[config.mk]
export PLATFORM = sky130hd
export DESIGN_NAME = dmem_bridge
export DESIGN_NICKNAME = d
export VERILOG_FILES = /design/src/rtl/dmem_bridge_pkg.sv /design/src/rtl/dmem_wdog.sv /design/src/rtl/dmem_bridge.sv
export SDC_FILE = /design/constraint.sdc
export NUM_CORES = 1
export LEC_CHECK = 0
export ABC_AREA = 0
export ABC_CLOCK_PERIOD_IN_PS = 1600
export BUFFER_PORTS_ARGS = -buffer_cell sky130_fd_sc_hd__buf_2
export CAP_MARGIN = 20
export CORE_ASPECT_RATIO = 0.6
export CORE_UTILIZATION = 42
export DETAILED_ROUTE_END_ITERATION = 10
export GPL_TIMING_DRIVEN = 0
export PLACE_DENSITY = 0.74
export SYNTH_ARGS = -nofsm -noshare
export SYNTH_HDL_FRONTEND = slang
export SYNTH_SLANG_ARGS = --single-unit
export TNS_END_PERCENT = 100
[constraint.sdc]
create_clock -name clk -period 1.6 [get_ports clk]
set_input_delay 0.08 -clock clk [delete_from_list [all_inputs] [get_ports clk]]
set_output_delay 0.08 -clock clk [all_outputs]
set_load 0.005 [all_outputs]
[src/rtl/dmem_bridge_pkg.sv]
// Shared constants for the data-memory bridge: pipeline macros reused from the
// core, bridge FSM state encodings and bus request levels.
package dmem_bridge_pkg;

    localparam logic [31:0] ZeroWord      = 32'h0000_0000;
    localparam logic        ChipEnable    = 1'b1;
    localparam logic        WriteEnable   = 1'b1;
    localparam logic        RstEnable     = 1'b1;

    localparam logic        BusReqEnable  = 1'b1;
    localparam logic        BusReqDisable = 1'b0;

    localparam logic [1:0]  DmemIdle      = 2'b00;
    localparam logic [1:0]  DmemBusy      = 2'b01;
    localparam logic [1:0]  DmemDone      = 2'b10;

    // The bus only sees word addresses; byte position is carried by the lane enables.
    function automatic logic [31:0] word_align(input logic [31:0] byte_addr);
        return {byte_addr[31:2], 2'b00};
    endfunction

endpackage

[src/rtl/dmem_wdog.sv]
// Loadable wait counter for the data-memory bridge. Counts BUSY cycles without
// an acknowledge and flags the cycle in which the timeout limit is reached.
module dmem_wdog
    import dmem_bridge_pkg::*;
#(
    parameter int unsigned TIMEOUT = 255,
    parameter int unsigned CNT_W   = 8
) (
    input  logic clk,
    input  logic rst_n,
    input  logic load,
    input  logic en,
    output logic expire
);

    localparam int unsigned         LAST_I = (TIMEOUT == 0) ? 0 : TIMEOUT - 1;
    localparam logic [CNT_W-1:0]    LAST   = CNT_W'(LAST_I);
    localparam logic                ARMED  = (TIMEOUT != 0);

    logic [CNT_W-1:0] cnt;

    // Clear on a new access, otherwise advance once per unacknowledged wait cycle.
    always_ff @(posedge clk) begin
        if (rst_n == RstEnable) begin
            cnt <= '0;
        end else if (load) begin
            cnt <= '0;
        end else if (en) begin
            cnt <= cnt + 1'b1;
        end
    end

    assign expire = ARMED && (cnt == LAST);

endmodule

[src/rtl/dmem_bridge.sv]
// Data-memory bridge between the MEM stage and a req/ack bus. Turns MEM's
// single-cycle strobes into a held bus request, stalls the pipeline while the
// access is outstanding, returns load data for one DONE cycle and completes
// hung accesses with an error pulse.
module dmem_bridge
    import dmem_bridge_pkg::*;
#(
    parameter int unsigned TIMEOUT = 255,
    parameter int unsigned CNT_W   = 8
) (
    input  logic        clk,
    input  logic        rst_n,
    input  logic        mem_ce_i,
    input  logic        mem_we_i,
    input  logic [31:0] mem_addr_i,
    input  logic [3:0]  mem_sel_i,
    input  logic [31:0] mem_data_i,
    output logic [31:0] mem_data_o,
    input  logic        stall_i,
    input  logic        flush_i,
    output logic        stallreq_o,
    output logic        bus_req_o,
    output logic        bus_we_o,
    output logic [31:0] bus_addr_o,
    output logic [3:0]  bus_sel_o,
    output logic [31:0] bus_wdata_o,
    input  logic [31:0] bus_rdata_i,
    input  logic        bus_ack_i,
    output logic        bus_err_o
);

    logic [1:0]  state;
    logic [31:0] rdata_q;
    logic        abort_q;
    logic        abort_now;
    logic        launch;
    logic        busy;
    logic        expire;
    logic        cnt_en;

    assign busy      = (state == DmemBusy);
    assign launch    = (state == DmemIdle) && (mem_ce_i == ChipEnable) && !flush_i;
    // A flush arriving in the completion cycle cancels delivery just like an earlier one.
    assign abort_now = abort_q | flush_i;
    assign cnt_en    = busy && !bus_ack_i && !expire;

    dmem_wdog #(
        .TIMEOUT (TIMEOUT),
        .CNT_W   (CNT_W)
    ) u_wdog (
        .clk    (clk),
        .rst_n  (rst_n),
        .load   (launch),
        .en     (cnt_en),
        .expire (expire)
    );

    // Access sequencer: launch, wait for ack or timeout, then present the result.
    always_ff @(posedge clk) begin
        if (rst_n == RstEnable) begin
            state       <= DmemIdle;
            bus_req_o   <= BusReqDisable;
            bus_we_o    <= 1'b0;
            bus_addr_o  <= ZeroWord;
            bus_sel_o   <= 4'b0000;
            bus_wdata_o <= ZeroWord;
            rdata_q     <= ZeroWord;
            abort_q     <= 1'b0;
            bus_err_o   <= 1'b0;
        end else begin
            bus_err_o <= 1'b0;
            case (state)
                DmemIdle: begin
                    if (launch) begin
                        bus_we_o    <= mem_we_i;
                        bus_addr_o  <= word_align(mem_addr_i);
                        bus_sel_o   <= mem_sel_i;
                        bus_wdata_o <= mem_data_i;
                        bus_req_o   <= BusReqEnable;
                        abort_q     <= 1'b0;
                        state       <= DmemBusy;
                    end
                end
                DmemBusy: begin
                    if (flush_i) begin
                        abort_q <= 1'b1;
                    end
                    if (bus_ack_i) begin
                        bus_req_o <= BusReqDisable;
                        if ((bus_we_o != WriteEnable) && !abort_now) begin
                            rdata_q <= bus_rdata_i;
                        end
                        state <= abort_now ? DmemIdle : DmemDone;
                    end else if (expire) begin
                        bus_req_o <= BusReqDisable;
                        bus_err_o <= 1'b1;
                        rdata_q   <= ZeroWord;
                        state     <= abort_now ? DmemIdle : DmemDone;
                    end
                end
                DmemDone: begin
                    if (!(stall_i && !flush_i)) begin
                        state <= DmemIdle;
                    end
                end
                default: begin
                    state <= DmemIdle;
                end
            endcase
        end
    end

    assign stallreq_o = launch | busy;
    assign mem_data_o = (state == DmemDone) ? rdata_q : ZeroWord;

endmodule

==> run_results.csv, run 1 <==
group,metric,value,unit
status,outcome,"complete, but fails checks",
status,violations,"setup timing",
worst_setup_path,path_delay_family,"simple AND/OR/NAND/NOR gates",
yosys,yosys_most_used_dff,"dfxtp_1",
worst_setup_path,critPathArrivalTime,1.58,ns
floorplanning,fp.dieH,82.2,µm
job,max-cap-violations,0,
floorplanning,die_w,136,µm
yosys,ys_seq_area_frac,0.498,
detailed_routing,drc,0,
timing,slew_viol_final,0,
yosys,synth.avg_cell_area,8.19,µm²
yosys,async_flop_share,0,
timing,timing.hold.ws,0.0188,ns
timing,layout_setup_ws,-0.0639,ns
timing,rsz0062_at_grt,"yes",
grt,use_met1,0.321,
grt,grt_max_degree,19,
power,intPower,4.60,mW
timing,worst_pin_slew,0.613,ns
timing,setup_viol,1,
grt,track_usage,0.274,
grt,grt_pass1_wl,23500,µm
worst_setup_path,timing.rr.end,"u_wdog.cnt[3]",
clocking,cts_tree,"yes",
timing,fmax,601,MHz
power,power.share.sequential,0.484,
worst_setup_path,slowest_stage,"or4b_4",
cells_and_area,fin_nets,982,
detailed_routing,first_pass_iters,5,
clocking,cts_htree_levels,3,
timing,hold_viol,0,
clocking,cts_num_sinks,112,
yosys,yosysTopAreaCellShare,0.498,
floorplanning,initial_core_util,0.445,
detailed_routing,ant_nets,0,
hold_path,holdPathStages,3,
detailed_routing,via_per_inst,4.99,
timing,relSlewSlack,0.591,
power,power_frac_comb,0.135,
power,power_density,837,nW/µm²
yosys,synth-seq-cells,112,
floorplanning,pin_count,211,
hold_path,hold_class,"primary input to register",
grt,first_global_vias,4911,
grt,use_met2,0.478,
clocking,clock_latency,0.35,ns
cells_and_area,finalNonFillerCells,1013,
cells_and_area,final_cell_area,7260,µm²
grt,use_met3,0.0818,
timing,skew,0.00592,ns
worst_setup_path,r2r_slack,0,ns
placement,dp_cells,891,
yosys,yosys_warnings,0,
timing,fin_crit_sh,1.04,
worst_setup_path,start_kind,"register",
detailed_routing,wl_per_cell,15.2,µm
hold_path,worstHoldStart,"bus_rdata_i[18]",
hold_path,whs_endpoint,"rdata_q[18]",
grt,grt_overflow,0,
placement,preCtsSetupSlack,-0.210,ns
worst_setup_path,worstSetupEndpointType,"output port",
yosys,synth_top_area_cell,"dfxtp_1",
grt,top_usage_layer,"met2",
cells_and_area,drive_gt1_frac,0.355,
placement,port-buffer-count,205,
clocking,cts_buffer_depth,2,
worst_setup_path,critPathRequiredTime,1.52,ns
clocking,cts.clk_slew.worst_paths,0.07,ns
placement,dpl_cell_area,5710,µm²
yosys,synthCells,550,
cells_and_area,area_growth,61.2,%
floorplanning,die-area,11200,µm²
worst_setup_path,cp_max_fo,6,
clocking,numCtsBuffers,9,
placement,hpwl,9690,µm
yosys,synth_edf_count,0,
worst_setup_path,cpPeakStageDelay,0.57,ns
power,p_leak,3.24,nW
worst_setup_path,reg2reg_from,"state[1]",
yosys,post_synth_num_cell_types,39,
worst_setup_path,criticalPathCategory,"register to output port",
power,power.switching,1.48,mW
yosys,synth.cell_area,4510,µm²
floorplanning,rows,28,
cells_and_area,n_antenna_cell,0,
worst_setup_path,worstPathCellList,"or4b_4 -> clkbuf_16 -> nand2_4 -> buf_6",
worst_setup_path,reg2regPathDepth,6,
worst_setup_path,cp_num_buf_inv,2,
detailed_routing,via_count,5058,
power,pwr-share-clk,0.381,
timing,finalCriticalPeriod,1.66,ns
yosys,synth_area_leaders,"dfxtp_1, nand2_1, a21oi_1",
grt,antenna_found_initial,0,
detailed_routing,drt_wl_total,15400,µm
clocking,clockRootBuffer,"clkbuf_16",
floorplanning,coreArea,10100,µm²
power,post-layout-total-power,6.08,mW
placement,place_congestion,0.844,
power,swShare,0.244,
power,irDropWorstVdd,0.618,mV
detailed_routing,first_iter_violations,239,
## sequential cells by signal, indices dropped and copies added (netlist names)
| signal | cells |
|---|---|
| bus_err_o | 1 |
| bus_sel_o | 4 |
| bus_wdata_o | 32 |
| u_wdog.cnt | 8 |
| state | 2 |
| abort_q | 1 |
| bus_req_o | 1 |
| rdata_q | 32 |
| bus_addr_o | 30 |
| bus_we_o | 1 |
## metrics by stage
| stage | setup TNS (ns) | util |
|---|---|---|
| 2_1_floorplan | 0 | - |
| 3_3_place_gp | -8.66 | 0.564 |
| 3_5_place_dp | -11.70 | 0.564 |
| 4_1_cts | -0.0510 | 0.708 |
| 5_1_grt | -2.08 | 0.717 |
| 6_report | -0.0639 | 0.717 |
## how the worst max path moves through the flow
stage | start | endpoint | slack [ns] | depth (start not counted)
6_report | state[1] | stallreq_o | -0.06 | 4
2_1_floorplan | state[0] | bus_addr_o[19] | 0.06 | 6
5_1_grt | state[1] | stallreq_o | -0.11 | 4
3_5_place_dp | u_wdog.cnt[0] | rdata_q[0] | -0.21 | 7
3_3_place_gp | state[0] | rdata_q[4] | -0.18 | 5
4_1_cts | state[1] | stallreq_o | -0.05 | 4
## worst reg2reg max path: stages, from the launching register on
cell	delay [ns]
dfxtp_2	0.36
or4b_4	0.57
buf_4	0.17
nand2b_1	0.09
buf_6	0.13
o21bai_1	0.11
a31oi_1	0.05
## logic make-up (layout without fill, tap and decap cells)
kind of cell	count (synthesis)	after routing	share of synthesized area
and+or+nand+nor	269	269	0.302
AOI/OAI and AO/OA	114	114	0.133
buffers and inverters	48	375	0.0536
DFF	112	112	0.498
xor gates and xnor gates	3	3	0.00583
adders and majority gates	2	2	0.00555
other	1	2	0.000832
muxes	1	1	0.00222
## metal layers
layer / part of all wire / wire, µm
met1: 0.42 / 6410
met2: 0.47 / 7280
met3: 0.087 / 1340
met4: 0.024 / 369
met5: 0 / 0
## cell usage after synthesis (2+ instances only)
master / instances
inv_1: 4
a21oi_1: 105
xor2_1: 2
nand2b_1: 3
nand2_1: 171
nand4_1: 3
clkbuf_1: 21
nor2_1: 8
buf_6: 4
buf_4: 3
ha_1: 2
nor3_1: 4
buf_2: 15
dfxtp_1: 112
and2_1: 34
nand3_2: 30
and3_1: 4
a211oi_1: 2
nand3_1: 3
## area by class of cell
type | instances | area (µm²)
inverter | 4 | 15.0
tap | 135 | 169
clock inverter | 6 | 66.3
buffer | 42 | 338
multi-input combinational | 391 | 2100
timing repair buffer | 313 | 2090
clock buffer | 10 | 239
sequential | 112 | 2250
fill | 760 | 2860
## repair_timing
item,in CTS,in global routing
resized for setup,42,36
pin swaps,2,2
setup endpoints to repair,137,125
buffers inserted,9,3
hold buffers,96,0
hold endpoints to repair,96,0
## power groups by stage
stage | combinational (mW) | sequential [mW] | clock (mW)
6_report | 0.819 | 2.94 | 2.32
2_1_floorplan | 0.250 | 3.01 | 0
3_5_place_dp | 0.555 | 3.00 | 0
5_1_grt | 0.892 | 2.95 | 2.46
3_3_place_gp | 0.540 | 3.00 | 0
4_1_cts | 0.780 | 2.94 | 2.36
## placed cells by master (no fill, tap or decap), types with 2 or more instances in the layout
cell           count
inv_1              3
nor2_1             7
nor3_1             4
nand2b_1           2
a21oi_2            2
buf_6             12
buf_4             20
nand4_1            3
and3_1             4
conb_1             2
dlygate4sd3_1     96
buf_12             2
clkbuf_1          12
clkinv_2           2
buf_2            208
dfxtp_2            3
xor2_1             2
dfxtp_1          108
nand2_1          170
and2_1            34
a211oi_1           2
clkbuf_16         10
nand3_1            2
nand3_2           31
nor2_4             2
inv_6              2
a21oi_1          103
clkbuf_4           3
Power figures use the tool's default switching activity.
==> inputs of run 2 (changes only) <==
CORE_UTILIZATION = 35   (was 42)
PLACE_DENSITY = 0.63   (was 0.74)
==> run 2 against run 1 <==
Compared with the run above: the flow still finishes with violations (setup timing); register-to-register slack about the same; die area is 20% higher; clock power fell by 6%; non-clock buffer count up 1; sequential share of layout area hardly changed; utilization decreased by 13 points; critical endpoint unchanged; largest power group unchanged.
==> run_results.csv, run 2 (synthesized netlist as in run 1, its figures left out) <==
group,metric,value,unit
placement,port-buffer-count,205,
clocking,clockRootBuffer,"clkbuf_16",
placement,dpl_cell_area,5740,µm²
worst_setup_path,cp_max_fo,7,
clocking,clock_latency,0.34,ns
grt,grt_max_degree,20,
timing,finalCriticalPeriod,1.65,ns
timing,fmax,604,MHz
grt,track_usage,0.219,
cells_and_area,drive_gt1_frac,0.354,
worst_setup_path,critPathArrivalTime,1.57,ns
hold_path,worstHoldStart,"bus_rdata_i[19]",
detailed_routing,ant_nets,0,
floorplanning,pin_count,211,
clocking,numCtsBuffers,9,
timing,hold_viol,0,
job,max-cap-violations,0,
timing,skew,0.00979,ns
floorplanning,initial_core_util,0.367,
power,post-layout-total-power,5.92,mW
floorplanning,fp.dieH,89.9,µm
cells_and_area,layout_common_cells,"buf_2, nand2_1, dfxtp_1",
worst_setup_path,criticalPathCategory,"register to output port",
timing,worst_pin_slew,0.576,ns
clocking,cts.clk_slew.worst_paths,0.07,ns
cells_and_area,multiInputGateArea,2100,µm²
worst_setup_path,r2r_slack,0.01,ns
power,p_leak,3.23,nW
detailed_routing,wl_per_cell,13.8,µm
cells_and_area,area_growth,61.2,%
clocking,cts_buffer_depth,2,
worst_setup_path,reg2reg_from,"state[1]",
timing,fin_crit_sh,1.03,
timing,relSlewSlack,0.616,
cells_and_area,fillers,1076,
detailed_routing,via_per_inst,4.69,
worst_setup_path,critPathRequiredTime,1.52,ns
cells_and_area,regArea,2250,µm²
cells_and_area,n_antenna_cell,0,
cells_and_area,finalNonFillerCells,1044,
clocking,cts_num_sinks,112,
grt,grt_overflow,0,
detailed_routing,first_pass_iters,5,
timing,timing.hold.ws,0.0216,ns
timing,rsz0062_at_grt,"yes",
cells_and_area,final_common_cell,"buf_2",
power,power_density,815,nW/µm²
grt,antenna_found_initial,0,
detailed_routing,first_iter_violations,226,
cells_and_area,post-route-util,0.591,
status,violations,"setup timing",
hold_path,holdPathStages,3,
timing,layout_setup_ws,-0.0549,ns
placement,dp_cells,921,
worst_setup_path,worstSetupEndpointType,"output port",
timing,slew_viol_final,0,
cells_and_area,fin_nets,983,
detailed_routing,drt_wl_total,14400,µm
clocking,cts_tree,"yes",
worst_setup_path,timing.rr.end,"rdata_q[5]",
hold_path,whs_endpoint,"rdata_q[19]",
grt,first_global_vias,4936,
placement,place_congestion,0.831,
detailed_routing,drc,0,
hold_path,hold_class,"primary input to register",
floorplanning,rows,31,
worst_setup_path,reg2regPathDepth,6,
cells_and_area,top_regs,"bus_wdata_o (32), rdata_q (32), bus_addr_o (30)",
status,outcome,"complete, but fails checks",
worst_setup_path,start_kind,"register",
placement,hpwl,9640,µm
floorplanning,die-area,13300,µm²
clocking,cts_htree_levels,3,
floorplanning,die_w,148,µm
floorplanning,coreArea,12300,µm²
cells_and_area,final_cell_area,7270,µm²
detailed_routing,via_count,4895,
timing,setup_viol,1,
grt,grt_pass1_wl,23600,µm
power,irDropWorstVdd,0.538,mV
==> run 2: worst max path at each step <==
stage,startpoint,end,cells past startpoint
after floorplan,state[0],bus_addr_o[19],6
after detailed placement,state[0],rdata_q[4],5
after global placement,state[0],rdata_q[30],5
after global routing,state[0],stallreq_o,4
final,state[0],stallreq_o,4
after CTS,state[0],stallreq_o,4
==> run 2: final cells by class <==
| class | instances | area share |
|---|---|---|
| multi-input cells | 391 | 0.289 |
| clock inverters | 6 | 0.00671 |
| inverters | 4 | 0.00207 |
| flip-flops and latches | 112 | 0.310 |
| clock buffers | 10 | 0.0329 |
| plain buffers | 42 | 0.0437 |
| well taps | 165 | 0.0284 |
| repair buffers | 314 | 0.288 |
==> run 2: metrics by stage <==
stage	TNS, ns	worst slack [ns]
floorplan	0	0.0584
CTS	-1.76	-0.124
detailed placement	-15.44	-0.278
global route	-2.34	-0.0977
global placement	-10.59	-0.196
finish	-0.0549	-0.0549
==> run 2: routing by layer <==
metal / track usage / part of all wire
met4: 0.0438 / 0.0089
met5: 0 / 0
met2: 0.381 / 0.47
met3: 0.0645 / 0.069
met1: 0.268 / 0.45
==> run 2: critical path: stages, from the launching register on <==
cell     delay (ns)
dfxtp_4        0.38
or4b_4         0.56
buf_8          0.15
nand2_2        0.04
buf_2          0.11
==> run 2: timing repair <==
action                                  in CTS  in global routing
resized for setup                           34                 43
endpoints found under the setup margin     140                116
hold buffers                                97                  0
gates cloned                                 1                  0
endpoints found under the hold margin       97                  0
pin swaps                                    1                  3
buffers inserted                             3                  8
==> run 2: power breakdown <==
part           internal, mW  total, mW  switching, mW
combinational         0.443      0.797          0.354
clock                  1.12       2.18           1.06
sequential             2.88       2.94         0.0566
total                  4.45       5.92           1.47
==> inputs of run 3 (changes only) <==
CTS_BUF_LIST = sky130_fd_sc_hd__clkbuf_8   (was unset)
SKIP_CTS_REPAIR_TIMING = 1   (was unset)
==> run 3 against run 2 <==
Compared with the run above: the flow still finishes with violations (setup timing); register-to-register slack worse by 0.05 ns; via count grew 1.8%; sequential power about the same; cell area up 0.43%; final cell count increased by 0.77%; largest power group unchanged.
==> run_results.csv, run 3 (synthesized netlist as in run 1, its figures left out) <==
group,metric,value,unit
floorplanning,coreArea,12300,µm²
timing,worst_pin_slew,0.595,ns
timing,finalCriticalPeriod,1.69,ns
placement,preCtsSetupSlack,-0.278,ns
cells_and_area,fillers,1108,
clocking,cts_buffer_depth,2,
detailed_routing,wl_per_cell,14.2,µm
power,irDropWorstVdd,0.479,mV
clocking,clockRootBuffer,"clkbuf_8",
grt,first_global_vias,4274,
timing,setup_viol,19,
worst_setup_path,reg2regPathDepth,6,
worst_setup_path,criticalPathCategory,"register to output port",
detailed_routing,ant_nets,0,
floorplanning,initial_core_util,0.367,
hold_path,hold_class,"primary input to register",
power,p_leak,3.23,nW
timing,rsz0062_at_grt,"yes",
worst_setup_path,timing.rr.end,"bus_addr_o[7]",
worst_setup_path,critPathArrivalTime,1.61,ns
grt,antenna_found_initial,0,
cells_and_area,n_antenna_cell,0,
clocking,cts_tree,"yes",
timing,setup_tns,-0.356,ns
clocking,cts_num_sinks,112,
placement,hpwl,9640,µm
worst_setup_path,cp_max_fo,6,
detailed_routing,first_iter_violations,202,
clocking,numCtsBuffers,9,
hold_path,whs_endpoint,"rdata_q[7]",
hold_path,worstHoldStart,"bus_rdata_i[7]",
detailed_routing,route.met3.wl,1030,µm
detailed_routing,wl_met1,6630,µm
grt,track_usage,0.192,
timing,skew,0.0130,ns
worst_setup_path,r2r_slack,-0.04,ns
placement,port-buffer-count,205,
grt,grt_max_degree,20,
cells_and_area,area_growth,61.9,%
placement,place_congestion,0.831,
cells_and_area,final_common_cell,"buf_2",
floorplanning,pin_count,211,
worst_setup_path,reg2reg_from,"state[1]",
detailed_routing,via_per_inst,4.74,
hold_path,holdPathStages,3,
grt,grt_overflow,0,
clocking,cts.clk_slew.worst_paths,0.11,ns
worst_setup_path,critPathRequiredTime,1.52,ns
clocking,cts_htree_levels,3,
timing,relSlewSlack,0.603,
floorplanning,rows,31,
clocking,clock_latency,0.37,ns
timing,layout_setup_ws,-0.0933,ns
grt,grt_pass1_wl,20600,µm
cells_and_area,top_regs,"bus_wdata_o (32), rdata_q (32), bus_addr_o (30)",
cells_and_area,drive_gt1_frac,0.363,
timing,slew_viol_final,0,
status,violations,"setup timing",
timing,fmax,591,MHz
detailed_routing,via_count,4985,
timing,fin_crit_sh,1.06,
floorplanning,die-area,13300,µm²
detailed_routing,dr_wl_met2,7140,µm
floorplanning,die_w,148,µm
cells_and_area,fin_nets,991,
detailed_routing,drc,0,
worst_setup_path,start_kind,"register",
detailed_routing,highest_layer,"met4",
status,outcome,"complete, but fails checks",
floorplanning,fp.dieH,89.9,µm
cells_and_area,layout_common_cells,"buf_2, nand2_1, dfxtp_1",
job,max-cap-violations,0,
detailed_routing,first_pass_iters,4,
power,post-layout-total-power,5.40,mW
timing,hold_viol,0,
power,power_density,740,nW/µm²
detailed_routing,drt_wl_total,15000,µm
worst_setup_path,worstSetupEndpointType,"output port",
cells_and_area,post-route-util,0.594,
==> run 3: cell types whose count changed in the layout (fill, tap and decap cells not counted) <==
cell / previous run / this run
dlygate4sd3_1: 97 / 99
buf_6: 11 / 12
buf_2: 212 / 211
clkbuf_8: 1 / 10
a21oi_2: 0 / 5
dfxtp_4: 1 / 2
dfxtp_1: 108 / 107
a21oi_1: 105 / 100
buf_8: 4 / 3
clkbuf_1: 12 / 13
buf_12: 0 / 4
clkbuf_16: 9 / 0
buf_4: 19 / 17
clkbuf_4: 0 / 4
==> run 3: metrics by stage <==
| stage | hold WS [ns] | cell area (µm²) | std cells |
|---|---|---|---|
| global route | -0.00954 | 7300 | 1052 |
| finish | 0.0155 | 7300 | 1052 |
| CTS | -0.0931 | 5930 | 937 |
| floorplan | 0.216 | 4510 | 551 |
| global placement | 0.320 | 5740 | 921 |
| detailed placement | 0.326 | 5740 | 921 |
==> run 3: final cells by class <==
cell class / count / area [µm²] / share of cell area
clock buffer: 10 / 138 / 0.0189
clock inverter: 6 / 48.8 / 0.00669
buffer: 43 / 363 / 0.0497
multi-input combinational: 391 / 2120 / 0.290
sequential: 112 / 2250 / 0.309
timing repair buffer: 321 / 2160 / 0.295
tap: 165 / 206 / 0.0283
inverter: 4 / 15.0 / 0.00206
==> run 3: power by group <==
group	internal (mW)	switching, mW	total, mW	leakage, nW
Clock	0.634	1.00	1.64	0.0981
Combinational	0.455	0.365	0.820	2.22
Sequential	2.88	0.0583	2.94	0.913
==> run 3: how the worst max path moves through the flow <==
stage	startpoint	to	slack [ns]	cells past startpoint
detailed placement	state[0]	rdata_q[4]	-0.28	5
CTS	state[0]	stallreq_o	-0.57	5
global route	state[1]	mem_data_o[14]	-0.17	6
floorplan	state[0]	bus_addr_o[19]	0.06	6
global placement	state[0]	rdata_q[30]	-0.20	5
finish	state[1]	stallreq_o	-0.09	4
==> run 3: routing by layer <==
| metal | up-vias | track usage |
|---|---|---|
| li1 | 2463 | - |
| met1 | 2335 | 0.250 |
| met2 | 167 | 0.307 |
| met3 | 20 | 0.0670 |
| met4 | 0 | 0.0387 |
| met5 | - | 0 |
==> run 3: critical path: stages (launching register included) <==
cell and delay (ns):
dfxtp_4 0.38, or4b_4 0.57, buf_8 0.15, nand2_2 0.04
buf_2 0.11
